===== config.mk =====
export PLATFORM = sky130hd
export DESIGN_NAME = adc_scan_ctrl
export DESIGN_NICKNAME = d
export VERILOG_FILES = /design/src/rtl/adc_scan_ctrl.sv
export SDC_FILE = /design/constraint.sdc
export NUM_CORES = 1
export LEC_CHECK = 0
export ABC_AREA = 1
export CORE_MARGIN = 1
export CORE_UTILIZATION = 45
export DETAILED_ROUTE_END_ITERATION = 10
export HOLD_SLACK_MARGIN = 0.05
export PLACE_DENSITY = 0.69
export SETUP_SLACK_MARGIN = 0.4
export SLEW_MARGIN = 20
export SYNTH_ARGS = -nofsm -noshare
export SYNTH_HDL_FRONTEND = slang
export SYNTH_SLANG_ARGS = --single-unit

===== constraint.sdc =====
create_clock -name clk -period 2.4 [get_ports clk]
set_input_delay 0.72 -clock clk [delete_from_list [all_inputs] [get_ports clk]]
set_output_delay 0.72 -clock clk [all_outputs]
set_load 0.05 [all_outputs]

===== src/rtl/adc_scan_ctrl.sv =====
`default_nettype none
// ============================================================================
// Module      : adc_scan_ctrl
// Description : Round-robin flash-ADC scan sequencer. Selects each enabled
//               channel, waits for the mux to settle, averages 2^AVG_LOG2
//               codes and hands the result out over valid/ready.
//               Optional feature macro: ADC_SCAN_WINDOW_ALARM_EN (window alarm).
// Revision    : 1.0 - initial release
// ============================================================================
module adc_scan_ctrl #(
    parameter int NCH        = 4,
    parameter int CHW        = 2,
    parameter int SETTLE_CYC = 3,
    parameter int AVG_LOG2   = 2
) (
    input  logic           clk,
    input  logic           rst,
    input  logic           enable,
    input  logic [NCH-1:0] ch_mask,
    input  logic [7:0]     adc_code,
    output logic [CHW-1:0] mux_sel,
    output logic           sample_strobe,
    output logic           busy,
    output logic           res_valid,
    input  logic           res_ready,
    output logic [CHW-1:0] res_ch,
`ifdef ADC_SCAN_WINDOW_ALARM_EN
    input  logic [7:0]     win_lo,
    input  logic [7:0]     win_hi,
    output logic           res_alarm,
`endif
    output logic [7:0]     res_data
);

    localparam int             c_ACCW      = 8 + AVG_LOG2;
    localparam int             c_SCW       = AVG_LOG2 + 1;
    localparam int             c_STW       = $clog2(SETTLE_CYC) + 1;
    localparam logic [c_SCW-1:0] c_NSAMP_M1  = c_SCW'((1 << AVG_LOG2) - 1);
    localparam logic [c_STW-1:0] c_SETTLE_M1 = c_STW'(SETTLE_CYC - 1);
    localparam logic [CHW-1:0]   c_LAST_CH   = CHW'(NCH - 1);
    localparam logic [CHW:0]     c_NCH_EXT   = (CHW + 1)'(NCH);

    generate
        if (CHW != $clog2(NCH)) begin : g_bad_chw
            $error("adc_scan_ctrl: CHW must equal clog2(NCH)");
        end
        if (NCH < 2 || NCH > 16) begin : g_bad_nch
            $error("adc_scan_ctrl: NCH must be 2..16");
        end
        if (SETTLE_CYC < 1) begin : g_bad_settle
            $error("adc_scan_ctrl: SETTLE_CYC must be >= 1");
        end
        if (AVG_LOG2 < 0 || AVG_LOG2 > 4) begin : g_bad_avg
            $error("adc_scan_ctrl: AVG_LOG2 must be 0..4");
        end
    endgenerate

    typedef enum logic [2:0] {
        S_IDLE   = 3'd0,
        S_SELECT = 3'd1,
        S_SETTLE = 3'd2,
        S_SAMPLE = 3'd3,
        S_RESULT = 3'd4
    } state_t;

    state_t             state_q, state_d;
    logic [CHW-1:0]     last_ch_q, last_ch_d;
    logic [CHW-1:0]     mux_sel_q, mux_sel_d;
    logic [c_ACCW-1:0]  acc_q, acc_d;
    logic [c_STW-1:0]   settle_q, settle_d;
    logic [c_SCW-1:0]   samp_q, samp_d;
    logic               alarm_q, alarm_d;

    logic               w_found;
    logic [CHW-1:0]     w_next_ch;
    logic [CHW:0]       w_sum;
    logic [CHW-1:0]     w_idx;
    logic [7:0]         w_avg_next;
    logic               w_more;

    // Search downward so the closest set bit after last_ch wins.
    always_comb begin
        w_found   = 1'b0;
        w_next_ch = last_ch_q;
        w_sum     = '0;
        w_idx     = '0;
        for (int i = NCH; i >= 1; i--) begin
            w_sum = {1'b0, last_ch_q} + (CHW + 1)'(i);
            if (w_sum >= c_NCH_EXT) begin
                w_sum = w_sum - c_NCH_EXT;
            end
            w_idx = w_sum[CHW-1:0];
            if (ch_mask[w_idx]) begin
                w_found   = 1'b1;
                w_next_ch = w_idx;
            end
        end
    end

    assign w_more = enable && (ch_mask != '0);

    always_comb begin
        state_d    = state_q;
        last_ch_d  = last_ch_q;
        mux_sel_d  = mux_sel_q;
        acc_d      = acc_q;
        settle_d   = settle_q;
        samp_d     = samp_q;
        alarm_d    = alarm_q;
        w_avg_next = '0;
        case (state_q)
            S_IDLE: begin
                if (w_more) begin
                    state_d = S_SELECT;
                end
            end
            S_SELECT: begin
                if (w_found) begin
                    mux_sel_d = w_next_ch;
                    last_ch_d = w_next_ch;
                    acc_d     = '0;
                    settle_d  = c_SETTLE_M1;
                    samp_d    = '0;
                    state_d   = S_SETTLE;
                end else begin
                    state_d = S_IDLE;
                end
            end
            S_SETTLE: begin
                if (settle_q == '0) begin
                    state_d = S_SAMPLE;
                end else begin
                    settle_d = settle_q - 1'b1;
                end
            end
            S_SAMPLE: begin
                acc_d      = acc_q + c_ACCW'(adc_code);
                w_avg_next = acc_d[AVG_LOG2 +: 8];
                if (samp_q == c_NSAMP_M1) begin
                    state_d = S_RESULT;
`ifdef ADC_SCAN_WINDOW_ALARM_EN
                    // Latched with the final average so it stays paired with res_data.
                    alarm_d = (w_avg_next < win_lo) || (w_avg_next > win_hi);
`endif
                end else begin
                    samp_d = samp_q + 1'b1;
                end
            end
            S_RESULT: begin
                if (res_ready) begin
                    alarm_d = 1'b0;
                    state_d = w_more ? S_SELECT : S_IDLE;
                end
            end
            default: begin
                state_d = S_IDLE;
            end
        endcase
    end

    always_ff @(posedge clk) begin
        if (rst) begin
            state_q   <= S_IDLE;
            last_ch_q <= c_LAST_CH;
            mux_sel_q <= '0;
            acc_q     <= '0;
            settle_q  <= '0;
            samp_q    <= '0;
            alarm_q   <= 1'b0;
        end else begin
            state_q   <= state_d;
            last_ch_q <= last_ch_d;
            mux_sel_q <= mux_sel_d;
            acc_q     <= acc_d;
            settle_q  <= settle_d;
            samp_q    <= samp_d;
            alarm_q   <= alarm_d;
        end
    end

    assign mux_sel       = mux_sel_q;
    assign sample_strobe = (state_q == S_SAMPLE);
    assign busy          = (state_q != S_IDLE);
    assign res_valid     = (state_q == S_RESULT);
    assign res_ch        = res_valid ? mux_sel_q : '0;
    assign res_data      = res_valid ? acc_q[AVG_LOG2 +: 8] : 8'd0;
`ifdef ADC_SCAN_WINDOW_ALARM_EN
    assign res_alarm     = alarm_q;
`else
    logic w_unused;
    assign w_unused = ^{alarm_d, w_avg_next};
`endif

endmodule
`default_nettype wire


==> impl_metrics.py, run 1 <==
metrics = {
    "final_layout": {
        "nFillCells": 283,
        "regArea_um2": 463,
        "drive_gt1_frac": 0.243,
        "antenna-diode-count": 0,
        "nNetsFinal": 326,
        "syn_to_final_growth_pct": 46.7,
        "final_core_util": 0.697,
        "multi_input_area_um2": 1130,
    },
    "global_routing": {
        "grt_pass1_vias": 1408,
        "grt_max_degree": 14,
        "gr-total-overflow": 0,
        "grt_usage": 0.210,
        "antenna_found_initial": 0,
        "grt_pass1_wl_um": 5950,
    },
    "sta": {
        "period_share": 0.915,
        "drv_slew": 0,
        "worst_slew_pin_slew_ns": 0.482,
        "fmax_mhz": 455,
        "finalClockSkew_ns": 0.0123,
        "min_period_ns": 2.20,
        "setup_viol": 0,
        "finalHoldViolCount": 0,
        "relSlewSlack": 0.680,
        "timing.final.ws_setup_ns": 0.204,
        "whs_ns": 0.482,
        "rsz0062_at_grt": "yes",
    },
    "flow_run": {
        "maxCapViolCount": 0,
    },
    "drt": {
        "wire_per_inst_um": 11.1,
        "num_vias": 1669,
        "finalWirelength_um": 3790,
        "drt-initial-drc-count": 111,
        "drc": 0,
        "drt_first_pass_iters": 5,
        "ant_nets": 0,
        "via_per_inst": 4.88,
    },
    "die": {
        "chipWidth_um": 61.8,
        "die_y_um": 61.8,
        "fp.dieArea_um2": 3820,
        "rows": 21,
        "start_util": 0.475,
        "io_pins": 31,
        "core_area_um2": 3390,
    },
    "clock_tree": {
        "clk_latency_ns": 0.33,
        "clockBufferDepth": 2,
        "h-tree-depth": 1,
        "cts_root_buffer": "clkbuf_4",
        "numCtsBuffers": 3,
        "clk_pin_slew_worst_paths_ns": 0.15,
        "cts.sinks": 23,
        "cts_tree": "built",
    },
    "yosys": {
        "synth.most_common_cell": "nand2_1",
        "synth.top_cell.area_share": 0.286,
        "syn_avg_cell_area_um2": 6.36,
        "yosysTopAreaCell": "dfxtp_1",
        "synth_cell_types": 33,
        "synth-edff-count": 0,
        "synth_cells": 253,
        "netlist_area_um2": 1610,
        "ys_seq_area_frac": 0.286,
        "synthTopCellsByArea": "dfxtp_1 (29%), nand2_1 (17%), inv_1 (10%)",
        "async_reset_ff_frac": 0,
        "syn_nets": 282,
        "yosys-top-cells-count": "nand2_1 (72), inv_1 (43), nor2_1 (25)",
        "yosys_warnings": 0,
        "synth-seq-cells": 23,
        "ys.flop_type": "dfxtp_1",
    },
    "setup_path": {
        "crit_arrival_ns": 1.48,
        "cp.required_ns": 1.68,
        "cp_max_fo": 11,
        "cp_cell_sequence": "or2_4 -> nor2_4 -> inv_8 -> nor2_4 -> buf_12",
        "crit_top_cell": "nor2_4",
        "critical-path-top-delay-family": "simple AND/OR/NAND/NOR gates",
        "cp.buffers_inverters": 2,
        "cp-start-kind": "flop",
        "worst-setup-path-type": "reg -> out",
        "cp-end-kind": "primary output",
        "max_stage_delay_ns": 0.35,
        "crit_slowest_cell": "dfxtp_2",
    },
    "place": {
        "place.gp.congestion": 0.825,
        "hpwlAfterDp_um": 2750,
        "io_buffers": 30,
        "pre_cts_slack_ns": -0.0926,
    },
    "hold_path": {
        "min_path_type": "reg -> reg",
    },
    "pwr": {
        "p_leak_nw": 1.11,
        "power_w": 0.00176,
        "peakVddDrop_mv": 0.560,
        "p_per_area_nw_per_um2": 744,
    },
    "status": {
        "status": "completed",
    },
}
[state kept, by name (all words and copies together) (netlist names)]
signal,count
last_ch_q,2
settle_q,3
samp_q,3
state_q,3
mux_sel,2
acc_q,10
[final timing paths]
kind               from         end  slack [ns]  depth (start not counted)
max          state_q[1]   res_ch[0]        0.20                          5
min            acc_q[0]    acc_q[0]        0.48                          2
max reg2reg  state_q[2]  state_q[0]        0.74                         10
min reg2reg    acc_q[0]    acc_q[0]        0.48                          2
[final cells by class]
type / count / area share
Clock buffer: 3 / 0.00953
Sequential cell: 23 / 0.196
Multi-Input combinational cell: 181 / 0.480
Inverter: 45 / 0.0757
Timing Repair Buffer: 43 / 0.212
Tap cell: 46 / 0.0244
Clock inverter: 1 / 0.00212
[through the flow]
stage	TNS [ns]	area, µm²	cells
after global placement	-0.0592	2170	330
after global routing	0	2360	342
after CTS	0	2260	339
final	0	2360	342
after detailed placement	-0.0926	2170	330
after floorplan	0	1720	253
[power by group]
| group | internal, W | switching [W] | total (W) |
|---|---|---|---|
| clock network | 0.0000626 | 0.000133 | 0.000196 |
| logic | 0.000390 | 0.000605 | 0.000995 |
| registers | 0.000486 | 0.0000822 | 0.000568 |
[per-layer routing]
metal | vias to the layer above | global-route usage | wire length (µm)
met5 | - | 0 | 0
met2 | 31 | 0.346 | 1710
met3 | 7 | 0.0186 | 109
li1 | 892 | - | -
met1 | 739 | 0.290 | 1910
met4 | 0 | 0.0667 | 54
[worst register-to-register path: cells and delay by family, from the launching register on]
kind	cells	cell delay (ns)
simple gates	5	0.52
flops	1	0.46
buf+inv	3	0.39
compound gates	2	0.23
[placed cells by master (no fill, tap or decap), drive strengths merged, types with 3 or more instances in the layout]
cell           synthesis  final
a21oi                 23     23
buf                    2     26
clkbuf                 2      4
clkdlybuf4s50          0     13
dfxtp                 23     23
ha                    12     12
inv                   45     45
nand2                 75     75
nand3                 14     14
nand4                  3      3
nor2                  26     26
o21ai                 13     13
or2                    3      3
[repair_timing]
action	CTS	global route
pin swaps	5	5
resized for setup	14	18
setup endpoints to repair	17	20
hold buffers	0	0
setup buffers	5	3
[logic make-up after synthesis]
kind of cell    synth area share
fa+ha+maj                  0.106
buf+inv                    0.118
flops                      0.286
simple gates               0.333
compound gates             0.158
(Power assumes the default switching activity.)
==> inputs of run 2 (changes only) <==
==> constraint.sdc (replaced) <==
create_clock -name clk -period 2.55 [get_ports clk]
set_input_delay 0.765 -clock clk [delete_from_list [all_inputs] [get_ports clk]]
set_output_delay 0.765 -clock clk [all_outputs]
set_load 0.05 [all_outputs]
==> run 2 against run 1 <==
  * Non-clock buffer count shrank 6
  * Die area is the same
  * Hold slack improved by 0.0026 ns
  * Combinational power shrank 12%
  * Sequential power fell by 6.7%
  * Final cell count down 1.8%
  * Cell area fell by 4.2%
  * Critical path depth unchanged
  * Sequential share of layout area increased by 0.87 points
  * Via count down 1.6%
  * Global-route usage decreased by 0.22 points
  * Flip-flop and latch count unchanged
==> impl_metrics.py, run 2 (synthesis gave the netlist of run 1 again) <==
metrics = {
    "status": {
        "status": "completed",
    },
    "clock_tree": {
        "cts_root_buffer": "clkbuf_4",
        "numCtsBuffers": 3,
        "clk_pin_slew_worst_paths_ns": 0.14,
        "h-tree-depth": 1,
        "clockBufferDepth": 2,
        "cts.sinks": 23,
        "clk_latency_ns": 0.32,
        "cts_tree": "built",
        "cts_hold_buf": 0,
    },
    "global_routing": {
        "grt-busiest-layer": "met2",
        "grt_pass1_wl_um": 5990,
        "gr-total-overflow": 0,
        "met2_usage": 0.333,
        "use_met3": 0.0186,
        "grtUsageMet1": 0.296,
        "grt_pass1_vias": 1408,
        "grt_max_degree": 14,
        "antenna_found_initial": 0,
        "grt_usage": 0.207,
    },
    "final_layout": {
        "nFillCells": 303,
        "antenna-diode-count": 0,
        "nNetsFinal": 320,
        "layout_common_cells": "nand2_1 (71), inv_1 (40), a21oi_1 (21), dfxtp_1 (21), clkdlybuf4s50_1 (14)",
        "regArea_um2": 463,
        "syn_to_final_growth_pct": 40.5,
        "multi_input_area_um2": 1070,
        "largest_register_ff_count": 10,
        "drive_gt1_frac": 0.203,
        "final_common_cell": "nand2_1",
        "regMostFlops": "acc_q",
    },
    "drt": {
        "drc": 0,
        "ant_nets": 0,
        "drt_first_pass_iters": 4,
        "via_per_inst": 4.89,
        "finalWirelength_um": 3630,
        "drt-initial-drc-count": 43,
        "wire_per_inst_um": 10.8,
        "num_vias": 1643,
    },
    "sta": {
        "drv_slew": 0,
        "relSlewSlack": 0.682,
        "rsz0062_at_grt": "yes",
        "fmax_mhz": 447,
        "period_share": 0.877,
        "min_period_ns": 2.24,
        "timing.final.ws_setup_ns": 0.314,
        "setup_viol": 0,
        "worst_slew_pin_slew_ns": 0.479,
        "finalClockSkew_ns": 0.00655,
        "finalHoldViolCount": 0,
    },
    "setup_path": {
        "ff2ff_setup_slack_ns": 0.90,
        "critPathCapture": "res_ch[0]",
        "cp_cell_sequence": "or2_4 -> nor2_4 -> inv_8 -> nor2_4 -> buf_12",
        "critical-path-top-delay-family": "simple AND/OR/NAND/NOR gates",
        "cp.required_ns": 1.79,
        "crit_arrival_ns": 1.47,
        "cp_max_fo": 11,
        "worst_r2r_endpoint": "acc_q[8]",
        "crit_path_start": "state_q[1]",
        "path_depth": 5,
        "cp-start-kind": "flop",
        "rr_startpoint": "acc_q[0]",
        "worst-setup-path-type": "reg -> out",
        "r2r_cells": 11,
        "crit_top_cell": "nor2_4",
        "cp.buffers_inverters": 2,
        "crit_slowest_cell": "dfxtp_2",
        "max_stage_delay_ns": 0.35,
        "cp-end-kind": "primary output",
    },
    "hold_path": {
        "min_path_type": "reg -> reg",
        "hold_depth": 2,
    },
    "place": {
        "place.gp.congestion": 0.839,
        "io_buffers": 30,
        "hpwlAfterDp_um": 2690,
        "pre_cts_slack_ns": -0.00470,
    },
    "die": {
        "rows": 21,
        "io_pins": 31,
        "core_area_um2": 3390,
        "die_y_um": 61.8,
        "chipWidth_um": 61.8,
        "start_util": 0.475,
        "fp.dieArea_um2": 3820,
    },
    "pwr": {
        "peakVddDrop_mv": 0.479,
        "p_per_area_nw_per_um2": 700,
        "p_leak_nw": 1.08,
        "power_w": 0.00158,
    },
    "flow_run": {
        "maxCapViolCount": 0,
    },
}
-- run 2: changes by cell type in the layout (fill, tap and decap cells not counted), moves of 2 or more --
cell	previous run	this run
ha_4	4	0
buf_4	13	6
a21oi_1	19	21
ha_1	7	10
a21oi_2	4	2
-- run 2: worst min path at each step --
stage                from  slack [ns]          to
4_1_cts          acc_q[0]        0.49    acc_q[0]
6_report         acc_q[0]        0.49    acc_q[0]
3_3_place_gp     acc_q[0]        0.46    acc_q[0]
5_1_grt        mux_sel[0]        0.51  mux_sel[0]
3_5_place_dp     acc_q[0]        0.46    acc_q[0]
2_1_floorplan    acc_q[0]        0.44    acc_q[0]
-- run 2: power breakdown --
part	total [W]	internal, W	switching (W)
Clock	0.000179	0.0000587	0.000121
Sequential	0.000530	0.000457	0.0000730
Combinational	0.000875	0.000316	0.000559
-- run 2: timing repair --
action / 4_1_cts / 5_1_grt
pin swaps: 3 / 4
buffers inserted: 2 / 2
setup endpoints to repair: 14 / 18
resized for setup: 11 / 12
-- run 2: final cells by class --
| class | instances | share of cell area |
|---|---|---|
| multi-input combinational | 181 | 0.473 |
| tap | 46 | 0.0254 |
| clock inverter | 1 | 0.00221 |
| inverter | 45 | 0.0791 |
| clock buffer | 3 | 0.00996 |
| sequential | 23 | 0.205 |
| timing repair buffer | 37 | 0.205 |
-- run 2: worst reg2reg max path, stage by stage, from the launching register on --
cell      delay, ns
dfxtp_1        0.37
ha_2           0.19
inv_2          0.04
fa_2           0.37
inv_2          0.07
nand3_2        0.07
nand2_2        0.08
nand2_1        0.05
o211ai_1       0.11
nand3_1        0.10
nand2_1        0.07
nor2_1         0.05
-- run 2: metal layers --
layer	up-vias	part of all wire	wire length (µm)
met5	-	0	0
met4	0	0.012	44
met3	4	0.030	110
met2	32	0.44	1610
met1	731	0.51	1860
li1	876	-	-
-- run 2: through the flow --
| stage | hold slack, ns | instances | TNS (ns) | utilization | instance area (µm²) |
|---|---|---|---|---|---|
| floorplan | 0.445 | 253 | 0 | - | 1720 |
| global placement | 0.460 | 328 | 0 | 0.636 | 2150 |
| detailed placement | 0.464 | 328 | -0.00470 | 0.636 | 2150 |
| CTS | 0.487 | 334 | 0 | 0.652 | 2210 |
| global route | 0.514 | 336 | 0 | 0.667 | 2260 |
| finish | 0.485 | 336 | 0 | 0.667 | 2260 |
